## src/rtl/mioc_pkg.sv

```systemverilog
// Shared constants for the MIOC DRAM timing controller: FSM encoding and
// default timing parameters.
package mioc_pkg;

    localparam int DEF_REF_BITS      = 8;
    localparam int DEF_PRECHARGE_CYC = 1;
    localparam int DEF_CAS_DLY       = 1;

    localparam logic [2:0] ST_IDLE = 3'd0;
    localparam logic [2:0] ST_ROW  = 3'd1;
    localparam logic [2:0] ST_COL  = 3'd2;
    localparam logic [2:0] ST_CAS  = 3'd3;
    localparam logic [2:0] ST_REF  = 3'd4;
    localparam logic [2:0] ST_PRE  = 3'd5;

    // States in which the row strobe is held low.
    function automatic logic ras_active(input logic [2:0] st);
        return (st == ST_ROW) || (st == ST_COL) || (st == ST_CAS) || (st == ST_REF);
    endfunction

    // States in which the DRAM address mux presents the column address.
    function automatic logic col_phase(input logic [2:0] st);
        return (st == ST_COL) || (st == ST_CAS);
    endfunction

endpackage

```

## src/rtl/mioc_refresh_cnt.sv

```systemverilog
// Refresh row counter: wraps through every DRAM row, one step per
// completed refresh cycle.
module mioc_refresh_cnt #(
    parameter int REF_BITS = 8
) (
    input  logic                clk,
    input  logic                rst_n,
    input  logic                inc_en,
    output logic [REF_BITS-1:0] count,
    output logic                msb
);

    logic [REF_BITS-1:0] count_reg;

    always_ff @(posedge clk or negedge rst_n) begin
        if (!rst_n) begin
            count_reg <= '0;
        end else if (inc_en) begin
            count_reg <= count_reg + REF_BITS'(1);
        end
    end

    assign count = count_reg;
    assign msb   = count_reg[REF_BITS-1];

endmodule

```

## src/rtl/mioc_dram_ctrl.sv

```systemverilog
// DRAM RAS/CAS/MUX timing generator driven by the buffered Z80 bus, with
// RAS-only refresh extended to the full row range by an internal counter.
module mioc_dram_ctrl
    import mioc_pkg::*;
#(
    parameter int REF_BITS      = DEF_REF_BITS,
    parameter int PRECHARGE_CYC = DEF_PRECHARGE_CYC,
    parameter int CAS_DLY       = DEF_CAS_DLY
) (
    input  logic                B_PHI,
    input  logic                RST_N,
    input  logic                BMREQ_N,
    input  logic                BRD_N,
    input  logic                N_BWR,
    input  logic                BRFSH_N,
    input  logic                BM1_N,
    input  logic                DMA_N,
    input  logic                BA7,
    input  logic                BA15,
    input  logic                RAM_SEL,
    input  logic                EXP_SEL,
    output logic                RAS_N,
    output logic                CAS1_N,
    output logic                CAS2_N,
    output logic                MUX,
    output logic                RA7,
    output logic [REF_BITS-1:0] REFCNT
);

    localparam logic [1:0] PRE_LAST = 2'(PRECHARGE_CYC);
    localparam logic [1:0] CAS_LAST = 2'(CAS_DLY);

    logic [2:0] state_reg, state_next;
    logic [1:0] pre_cnt_reg, pre_cnt_next;
    logic [1:0] dly_cnt_reg, dly_cnt_next;
    logic       exp_reg, exp_next;
    logic       ras_n_reg, mux_reg;
    logic       ra7_reg, ra7_next;
    logic [1:0] cas_n;
    logic       ref_inc;
    logic       ref_msb;
    logic       access_req;
    logic       refresh_req;

    // Refresh takes priority over any data strobe; M1 counts as a read.
    assign refresh_req = !BMREQ_N && !BRFSH_N;
    assign access_req  = !BMREQ_N && BRFSH_N && RAM_SEL &&
                         (!BRD_N || !N_BWR || !DMA_N || !BM1_N);

    assign ref_inc = (state_reg == ST_REF) && BMREQ_N;

    mioc_refresh_cnt #(
        .REF_BITS (REF_BITS)
    ) u_refresh_cnt (
        .clk    (B_PHI),
        .rst_n  (RST_N),
        .inc_en (ref_inc),
        .count  (REFCNT),
        .msb    (ref_msb)
    );

    always_comb begin
        state_next   = state_reg;
        pre_cnt_next = pre_cnt_reg;
        dly_cnt_next = dly_cnt_reg;
        exp_next     = exp_reg;
        ra7_next     = ra7_reg;
        case (state_reg)
            ST_IDLE: begin
                if (refresh_req) begin
                    state_next = ST_REF;
                    ra7_next   = ref_msb;
                end else if (access_req) begin
                    state_next = ST_ROW;
                    exp_next   = EXP_SEL;
                    ra7_next   = BA7;
                end
            end
            ST_ROW: begin
                if (BMREQ_N) begin
                    state_next   = ST_PRE;
                    pre_cnt_next = 2'd1;
                end else begin
                    state_next   = ST_COL;
                    dly_cnt_next = 2'd1;
                    ra7_next     = BA15;
                end
            end
            ST_COL: begin
                if (BMREQ_N) begin
                    state_next   = ST_PRE;
                    pre_cnt_next = 2'd1;
                end else if (dly_cnt_reg == CAS_LAST) begin
                    state_next = ST_CAS;
                end else begin
                    dly_cnt_next = dly_cnt_reg + 2'd1;
                    ra7_next     = BA15;
                end
            end
            ST_CAS, ST_REF: begin
                if (BMREQ_N) begin
                    state_next   = ST_PRE;
                    pre_cnt_next = 2'd1;
                end
            end
            ST_PRE: begin
                // A request seen on the exit edge is picked up from IDLE next.
                if (pre_cnt_reg == PRE_LAST) begin
                    state_next   = ST_IDLE;
                    pre_cnt_next = 2'd0;
                end else begin
                    pre_cnt_next = pre_cnt_reg + 2'd1;
                end
            end
            default: begin
                state_next   = ST_IDLE;
                pre_cnt_next = 2'd0;
            end
        endcase
    end

    always_ff @(posedge B_PHI or negedge RST_N) begin
        if (!RST_N) begin
            state_reg   <= ST_IDLE;
            pre_cnt_reg <= 2'd0;
            dly_cnt_reg <= 2'd0;
            exp_reg     <= 1'b0;
            ras_n_reg   <= 1'b1;
            mux_reg     <= 1'b0;
            ra7_reg     <= 1'b0;
        end else begin
            state_reg   <= state_next;
            pre_cnt_reg <= pre_cnt_next;
            dly_cnt_reg <= dly_cnt_next;
            exp_reg     <= exp_next;
            ras_n_reg   <= !ras_active(state_next);
            mux_reg     <= col_phase(state_next);
            ra7_reg     <= ra7_next;
        end
    end

    // One column strobe per bank; the bank latched at row entry picks which.
    genvar gi;
    generate
        for (gi = 0; gi < 2; gi++) begin : g_cas
            logic cas_n_reg;

            always_ff @(posedge B_PHI or negedge RST_N) begin
                if (!RST_N) begin
                    cas_n_reg <= 1'b1;
                end else begin
                    cas_n_reg <= !((state_next == ST_CAS) && (exp_next == 1'(gi)));
                end
            end

            assign cas_n[gi] = cas_n_reg;
        end
    endgenerate

    assign RAS_N  = ras_n_reg;
    assign MUX    = mux_reg;
    assign RA7    = ra7_reg;
    assign CAS1_N = cas_n[0];
    assign CAS2_N = cas_n[1];

endmodule

```

## config.mk

```make
export PLATFORM = sky130hd
export DESIGN_NAME = mioc_dram_ctrl
export DESIGN_NICKNAME = d
export VERILOG_FILES = /design/src/rtl/mioc_pkg.sv /design/src/rtl/mioc_refresh_cnt.sv /design/src/rtl/mioc_dram_ctrl.sv
export SDC_FILE = /design/constraint.sdc
export NUM_CORES = 1
export LEC_CHECK = 0
export ABC_CLOCK_PERIOD_IN_PS = 2700
export CORE_UTILIZATION = 35
export CTS_CLUSTER_DIAMETER = 30
export DETAILED_ROUTE_END_ITERATION = 7
export PLACE_DENSITY = 0.66
export SLEW_MARGIN = 20
export SYNTH_ARGS = -nofsm -noshare
export SYNTH_HDL_FRONTEND = slang
export SYNTH_HIERARCHICAL = 1
export SYNTH_SLANG_ARGS = --single-unit
```

## constraint.sdc

```tcl
create_clock -name B_PHI -period 2.7 [get_ports B_PHI]
set_clock_uncertainty 0.2 [all_clocks]
set_input_delay 0.405 -clock B_PHI [delete_from_list [all_inputs] [get_ports B_PHI]]
set_output_delay 0.405 -clock B_PHI [all_outputs]
set_load 0.02 [all_outputs]
```

### After elaboration in Yosys (flattened, before gate mapping)

Cells that the tools add are included.

* flip-flop bits (word level): 21
* input port bits: 12
* output and inout bits: 13
* logic and storage cells: 86

* $add $sub $neg: 3
* eq/ne operators: 16
* mux-type cells: 24
* bitwise logic cells: 2
* reductions and logical operators: 31

Operators by type and width (number)
* $mux W3: 7
* $pmux W3 S5: 1
* $eq A3 B2 Y1 const B: 4
* $mux W2: 5
* $eq A3 B3 Y1 const B: 3
* $logic_not A1 Y1: 9
* $add A8 B1 Y8 const B: 1
* $mux W1: 8
* $logic_and A1 B1 Y1: 7
* $logic_or A1 B1 Y1: 7
* $eq A3 B1 Y1 const B: 2
* $ne A2 B2 Y1 const B: 3
* $pmux W2 S3: 1
* $reduce_and A5 Y1: 1
* $add A2 B1 Y2 const B: 2
* $eq A2 B1 Y1 const B: 2
* $pmux W2 S2: 1
* $reduce_and A4 Y1: 1
* $reduce_or A4 Y1: 1
* $logic_not A3 Y1: 1
* $ne A3 B3 Y1 const B: 1
* $pmux W1 S3: 1
* $reduce_bool A3 Y1: 1
* $ne A2 B1 Y1 const B: 1
* 4 further kinds: 5

### Depth between registers and ports, before layout

Gate-level depths: netlist of the first run.

* depth after elaboration: 13
* mapped depth: 7
* mapped depth without buffers: 7

### Modules after synthesis

Netlist of the first run, hierarchy kept.

Modules (own cells, without submodules)
* mioc_dram_ctrl: instances 1, cells an instance 77, area each 774.5 µm², sequential area each 329.1 µm²
* mioc_refresh_cnt: instances 1, cells an instance 27, area each 345.3 µm², sequential area each 200.2 µm²

### Worst setup path after synthesis of the first run

Ideal clock, no wire load.

* path kind: input -> register
* from: input BMREQ_N
* to: register ra7_reg, in the netlist RA7
* setup time: 125 ps
* arrival: 1439 ps
* data required time: 2375 ps
* path slack: 936 ps
* stages on the path: 5
* buffers on the path: 1
* path through: buf_6 > or2_4 > o21a_1 > a32oi_2 > mux2_4

* word-level cells in the longest chain between the ends: 6
* elaborated cells on any way between the ends: 11
* those cells by class: eq/ne (3); mux (2); reduce/logical (6)

RTL lines
* start, declared: RTL line mioc_dram_ctrl.sv:12 `input logic BMREQ_N,`
* $logic_not A1 Y1: RTL line mioc_dram_ctrl.sv:46, mioc_dram_ctrl.sv:47
* $logic_and A1 B1 Y1 (3 in a row): RTL line mioc_dram_ctrl.sv:47 `assign access_req = !BMREQ_N && BRFSH_N && RAM_SEL &&`
* $ne A3 B3 Y1 (no line)
* $reduce_and A5 Y1 (no line)
* end signal, assigned: RTL line mioc_dram_ctrl.sv:138 `ra7_reg <= ra7_next;`
* end, declared: RTL line mioc_dram_ctrl.sv:38 `logic ra7_reg, ra7_next;`

Parallel ways exist; a longest one is shown, timed or not.
A chain may end at the register's enable or synchronous reset.

### Worst setup path after layout of the first run

* from: register ras_n_reg, in the netlist RAS_N
* to: output RAS_N

RTL lines
* start, declared: RTL line mioc_dram_ctrl.sv:37 `logic ras_n_reg, mux_reg;`
* start signal, assigned: RTL line mioc_dram_ctrl.sv:136 `ras_n_reg <= !ras_active(state_next);`
* end, declared: RTL line mioc_dram_ctrl.sv:22 `output logic RAS_N,`

No word-level cell between the ends.

==> results of run 1 <==
worst paths after layout:
| path | start | end | cells past startpoint |
|---|---|---|---|
| max reg2reg | state_reg[2] | RA7 | 5 |
| min in group B_PHI | dly_cnt_reg[1] | dly_cnt_reg[1] | 2 |
| max | RAS_N | RAS_N | 1 |
| max in group asynchronous | RST_N | CAS1_N | 2 |
| min reg2reg | dly_cnt_reg[1] | dly_cnt_reg[1] | 2 |
| min | RST_N | u_refresh_cnt/count[1] | 2 |
cell type report:
class	instances	area [um^2]
clock buffer	4	26.3
fill	313	1640
inverter	4	15.0
multi-input combinational	74	533
sequential	21	529
tap	44	55.1
timing repair buffer	26	255
where the power goes:
| part | internal [mW] | switching (mW) |
|---|---|---|
| clock network | 0.0574 | 0.0874 |
| registers | 0.425 | 0.146 |
| logic | 0.316 | 0.303 |
| total | 0.798 | 0.536 |
kinds of logic (layout without fill, tap and decap cells):
family,count (synthesis),count (layout),synth area share
XOR/XNOR,9,9,0.0704
AO/OA/AOI/OAI,18,18,0.111
flip-flops,21,21,0.473
AND/OR/NAND/NOR,41,41,0.230
multiplexers,4,4,0.0425
buffers and inverters,9,34,0.0514
adder cells (fa/ha/maj),2,2,0.0223
cells in the final DEF (no fill, tap or decap), drive strengths merged, types with 5 or more instances in the layout:
master and n:
clkdlybuf4s50 24, dfrtp 18, nor2 8, nand2 7
o21ai 7, nand4 6, xor2 5
worst register-to-register path, stage by stage, from the launching register on:
cell,delay [ns]
dfrtp_1,0.56
nor2b_1,0.21
a21oi_1,0.25
o2111ai_2,0.16
a32oi_2,0.21
mux2_4,0.31
stage by stage:
step                area [um^2]  power (mW)  hold slack [ns]  instances  worst slack, ns
floorplan                  1120       0.998          -0.0906        104            0.936
global placement           1390        1.19            0.282        169            0.449
detailed placement         1390        1.20            0.293        169            0.417
CTS                        1410        1.35            0.237        173            0.659
global route               1410        1.45            0.238        173            0.564
finish                     1410        1.33            0.236        173            0.682
metal layers:
| metal | vias to the layer above | track usage |
|---|---|---|
| li1 | 413 | - |
| met1 | 392 | 0.210 |
| met2 | 20 | 0.223 |
| met3 | 2 | 0.0264 |
| met4 | 0 | 0.0612 |
| met5 | - | 0 |
==> run metrics, run 1 <==
RSZ-0062 raised after global routing=no; critical path's top delay family=buffers and inverters; Resize count post-CTS=0; root buffer selected by CTS=clkbuf_4; Post-synth EDFFs=0; Worst slew margin=0.696; CP Buf/Inv Count=1; YS warnings=6; Primary FF master, synth=dfrtp_1; clock-pin slew on the worst setup and hold paths=0.11 ns; CTS tree=yes; Initial Util=0.367; DRT Pass-1 Iters=4; critical path class=reg -> out; routed wl met3=108 um; Via Count=827; vias in the first global route=886; largest net degree at the start of global routing=22; CP Launch Type=register; Seq/Total Area, Yosys=0.473; Crit. End Element=primary output; crit path DAT=1.41 ns; clk sinks=21; TritonCTS Buffers=3; reg2reg setup slack=between 0.6 and 0.7 ns; GPL Wtd Cong=approximately 0.83; max-capacitance violation count=0; core area=0.00305 mm^2; status=complete, no violations; Core Util, Final=0.463; met2 wire length=around 1000 um; vias per inst=4.78; GRT Total Usage=0.148; DRT iter0 DRCs=32; Area growth syn-to-layout=26.3%; Critical Path Max Stage Delay=between 0.5 and 0.6 ns; CTS hold repair buffers=0; CTS H-tree depth=1; Cell Chain, Critical Path=clkdlybuf4s50_1; minimum clock period after layout=2.02 ns; Worst Tran Pin Value=0.456 ns; max reg flops=8; share of cells above drive strength 1=0.171; n_diodes=0; post-synth top area share=0.402; clock latency on the worst-skew pair=~0.29 ns; Fin Setup TNS=0 ns; crit path max-delay cell type=clkdlybuf4s50_1; # DRC=0; met1 WL=1070 um; CP Max Fanout=1; Die X=58.6 um; highest metal used=met4; mapped cell area=0.00112 mm^2; post-synth top area cell=dfrtp_1; syn nets=between 100 and 150; final setup fails=0; detailed placement HPWL=between 1500 and 2000 um; CTS max path bufs=2; Slew Limit Fails=0; Syn Area/Cell=10.8 um^2; post-synth cell types=38; final hold violation count=0; Synth top cells by count=dfrtp_1, nand2_1, nor2_1, o21ai_0, xor2_1; PwrDens=between 900 and 1000 mW/mm^2; Static Leakage=between 0.6 and 0.7 nW; setup bufs post-CTS=0; chip height=58.6 um; synthesis-stage register bit count=21; first-pass GRT wire length=between 3000 and 4000 um; wire length per cell=12.7 um; antenna violations before repair=0; Fmax=496 MHz; Routed Antenna Nets=0; IO Count=25; Period Utilization, post-route=0.747; ys async rst share=1.00; total gr overflow=0; # rows=20; ranking of synthesized cells by area=dfrtp_1, dfstp_2, xor2_1; # port buffers=24; DIE AREA=0.00343 mm^2; VDD IR max=roughly 0.00046 V; worst hold-check path type=in -> async; count leader, synth=dfrtp_1; CP required=2.10 ns; fin nets=~140; drt total wl=~2200 um; Synth Instances=104
No activity file was read; power rests on OpenSTA's default activity.
==> run 2, diff against run 1 <==
--- a/config.mk
+++ b/config.mk
@@ -5,7 +5,7 @@
 export SDC_FILE = /design/constraint.sdc
 export NUM_CORES = 1
 export LEC_CHECK = 0
-export ABC_CLOCK_PERIOD_IN_PS = 2700
+export ABC_CLOCK_PERIOD_IN_PS = 2000
 export CORE_UTILIZATION = 35
 export CTS_CLUSTER_DIAMETER = 30
 export DETAILED_ROUTE_END_ITERATION = 7
==> constraint.sdc (replaced) <==
create_clock -name B_PHI -period 2 [get_ports B_PHI]
set_clock_uncertainty 0.2 [all_clocks]
set_input_delay 0.3 -clock B_PHI [delete_from_list [all_inputs] [get_ports B_PHI]]
set_output_delay 0.3 -clock B_PHI [all_outputs]
set_load 0.02 [all_outputs]
==> run metrics, run 2 (synthesis results as in run 1) <==
wire length per cell=12.6 um (-0.79%); DRT Pass-1 Iters=4 (unchanged); FF-to-FF path depth=4 (-1); Cell Chain, Critical Path=clkdlybuf4s50_1; commonest non-fill, non-tap cells in the layout=clkdlybuf4s50_1, dfrtp_1, buf_4; Sw Share=0.400 (-0.00237); Static Leakage=0.643 nW (+7.0%); TritonCTS Buffers=3 (unchanged); commonest non-fill, non-tap cell in the layout=clkdlybuf4s50_1; internal power=1.15 mW (+45%); crit path max-delay cell type=clkdlybuf4s50_1; fin nets=153 (+6.3%); worst hold-check path type=in -> async; GPL Wtd Cong=0.800 (-4.2%); # port buffers=24 (unchanged); CTS max path bufs=2 (unchanged); PwrDens=1290 mW/mm^2 (+37%); vias per inst=4.88 (+2.2%); final setup fails=0 (unchanged); chip height=58.6 um (unchanged); Period Utilization, post-route=0.970; placed inst area=0.00146 mm^2 (+4.9%); first-pass GRT wire length=3870 um (+0.16%); Fmax=516 MHz; largest net degree at the start of global routing=22 (unchanged); CP Launch Type=register; CTS hold repair buffers=0 (unchanged); Routed Antenna Nets=0 (unchanged); CTS H-tree depth=1 (unchanged); n_diodes=0 (unchanged); clk sinks=21 (unchanged); WHS=0.111 ns (-0.126 ns); Critical Path Max Stage Delay=0.59 ns (about the same); DIE AREA=0.00343 mm^2 (unchanged); Area growth syn-to-layout=32.6%; setup bufs post-CTS=0 (unchanged); CP required=1.50 ns (-0.60 ns); reg2reg setup slack=0.12 ns (-0.56 ns); Critical Path Stages=1 (unchanged); clock latency on the worst-skew pair=0.31 ns (+0.02 ns); CTS tree=yes; DRT iter0 DRCs=21 (-34%); # DRC=0 (unchanged); root buffer selected by CTS=clkbuf_4; logic gate share of total power=0.510 (+0.046); CP Buf/Inv Count=1 (unchanged); final hold violation count=0 (unchanged); max-capacitance violation count=0 (unchanged); vias in the first global route=845 (-4.6%); Core Util, Final=0.486 (+0.0234); Finished Cell Area=0.00149 mm^2 (+5.0%); RSZ-0062 raised after global routing=no; GRT Total Usage=0.151 (+0.00289); total gr overflow=0 (unchanged); Slew Limit Fails=0 (unchanged); core area=0.00305 mm^2 (unchanged); CP Max Fanout=1 (unchanged); Resize count post-CTS=0 (unchanged); # rows=20 (unchanged); max reg flops=8 (unchanged); clock-pin slew on the worst setup and hold paths=0.12 ns (about the same); Initial Util=0.367 (unchanged); critical path's top delay family=buffers and inverters; crit path DAT=1.44 ns (+0.03 ns); Crit. End Element=primary output; IO Count=25 (unchanged); VDD IR max=0.000591 V (+28%); Worst slew margin=0.737 (+0.0405); Via Count=889 (+7.5%); antenna violations before repair=0 (unchanged); share of cells above drive strength 1=0.232 (+0.0613); Die X=58.6 um (unchanged); critical path class=reg -> out; Worst Tran Pin Value=0.395 ns (-0.0608 ns); clock network power share=0.110 (about the same); drt total wl=2290 um (+4.4%); Flop pwr share=0.380 (-0.048); minimum clock period after layout=about 1.9 ns; switching pwr=768 uW (+43%); status=complete, no violations; detailed placement HPWL=1720 um (+7.3%)
==> run 2: layer usage <==
| metal | up-vias | wire length, um | global-route usage |
|---|---|---|---|
| met5 | - | 0 | 0 |
| met4 | 0 | 38 | 0.0612 |
| met3 | 5 | 126 | 0.0330 |
| met2 | 30 | 1120 | 0.246 |
| met1 | 426 | 1000 | 0.195 |
| li1 | 428 | - | - |
==> run 2: path summary, 6_finish.rpt <==
| path | startpoint | end |
|---|---|---|
| worst max-delay path | CAS2_N | CAS2_N |
| worst min-delay path | RST_N | u_refresh_cnt/count[2] |
| worst max register to register | state_reg[0] | RA7 |
| worst min register to register | dly_cnt_reg[1] | dly_cnt_reg[1] |
| max in group asynchronous | RST_N | RAS_N |
| min in group B_PHI | dly_cnt_reg[1] | dly_cnt_reg[1] |
==> run 2: through the flow <==
| stage | power [mW] | setup WS, ns | setup TNS (ns) | cells |
|---|---|---|---|---|
| after floorplan | 1.35 | 0.287 | 0 | 104 |
| after global placement | 1.69 | -0.0985 | -0.329 | 178 |
| after detailed placement | 1.72 | -0.144 | -0.541 | 178 |
| after CTS | 1.94 | 0.0379 | 0 | 182 |
| after global routing | 2.06 | 0.00873 | 0 | 182 |
| final | 1.92 | 0.0603 | 0 | 182 |
==> run 2: area by class of cell <==
| cell class | instances | area [um^2] |
|---|---|---|
| fill | 321 | 1570 |
| inverter | 4 | 15.0 |
| timing repair buffer | 35 | 323 |
| clock buffer | 3 | 22.5 |
| sequential | 21 | 529 |
| multi-input combinational | 74 | 533 |
| tap | 44 | 55.1 |
| clock inverter | 1 | 7.51 |
==> run 2: power groups by stage <==
stage	Combinational (mW)	Sequential [mW]	Clock, mW
floorplan	0.566	0.782	0
global placement	0.960	0.732	0
detailed placement	0.983	0.740	0
CTS	0.987	0.734	0.224
global route	1.06	0.755	0.242
finish	0.979	0.730	0.212
==> run 3, diff against run 2 <==
--- a/config.mk
+++ b/config.mk
@@ -6,6 +6,7 @@
 export NUM_CORES = 1
 export LEC_CHECK = 0
 export ABC_CLOCK_PERIOD_IN_PS = 2000
+export CAP_MARGIN = 30
 export CORE_UTILIZATION = 35
 export CTS_CLUSTER_DIAMETER = 30
 export DETAILED_ROUTE_END_ITERATION = 7
==> results of run 3 <==
Final layout, timing and power as in run 2 (identical DEF).
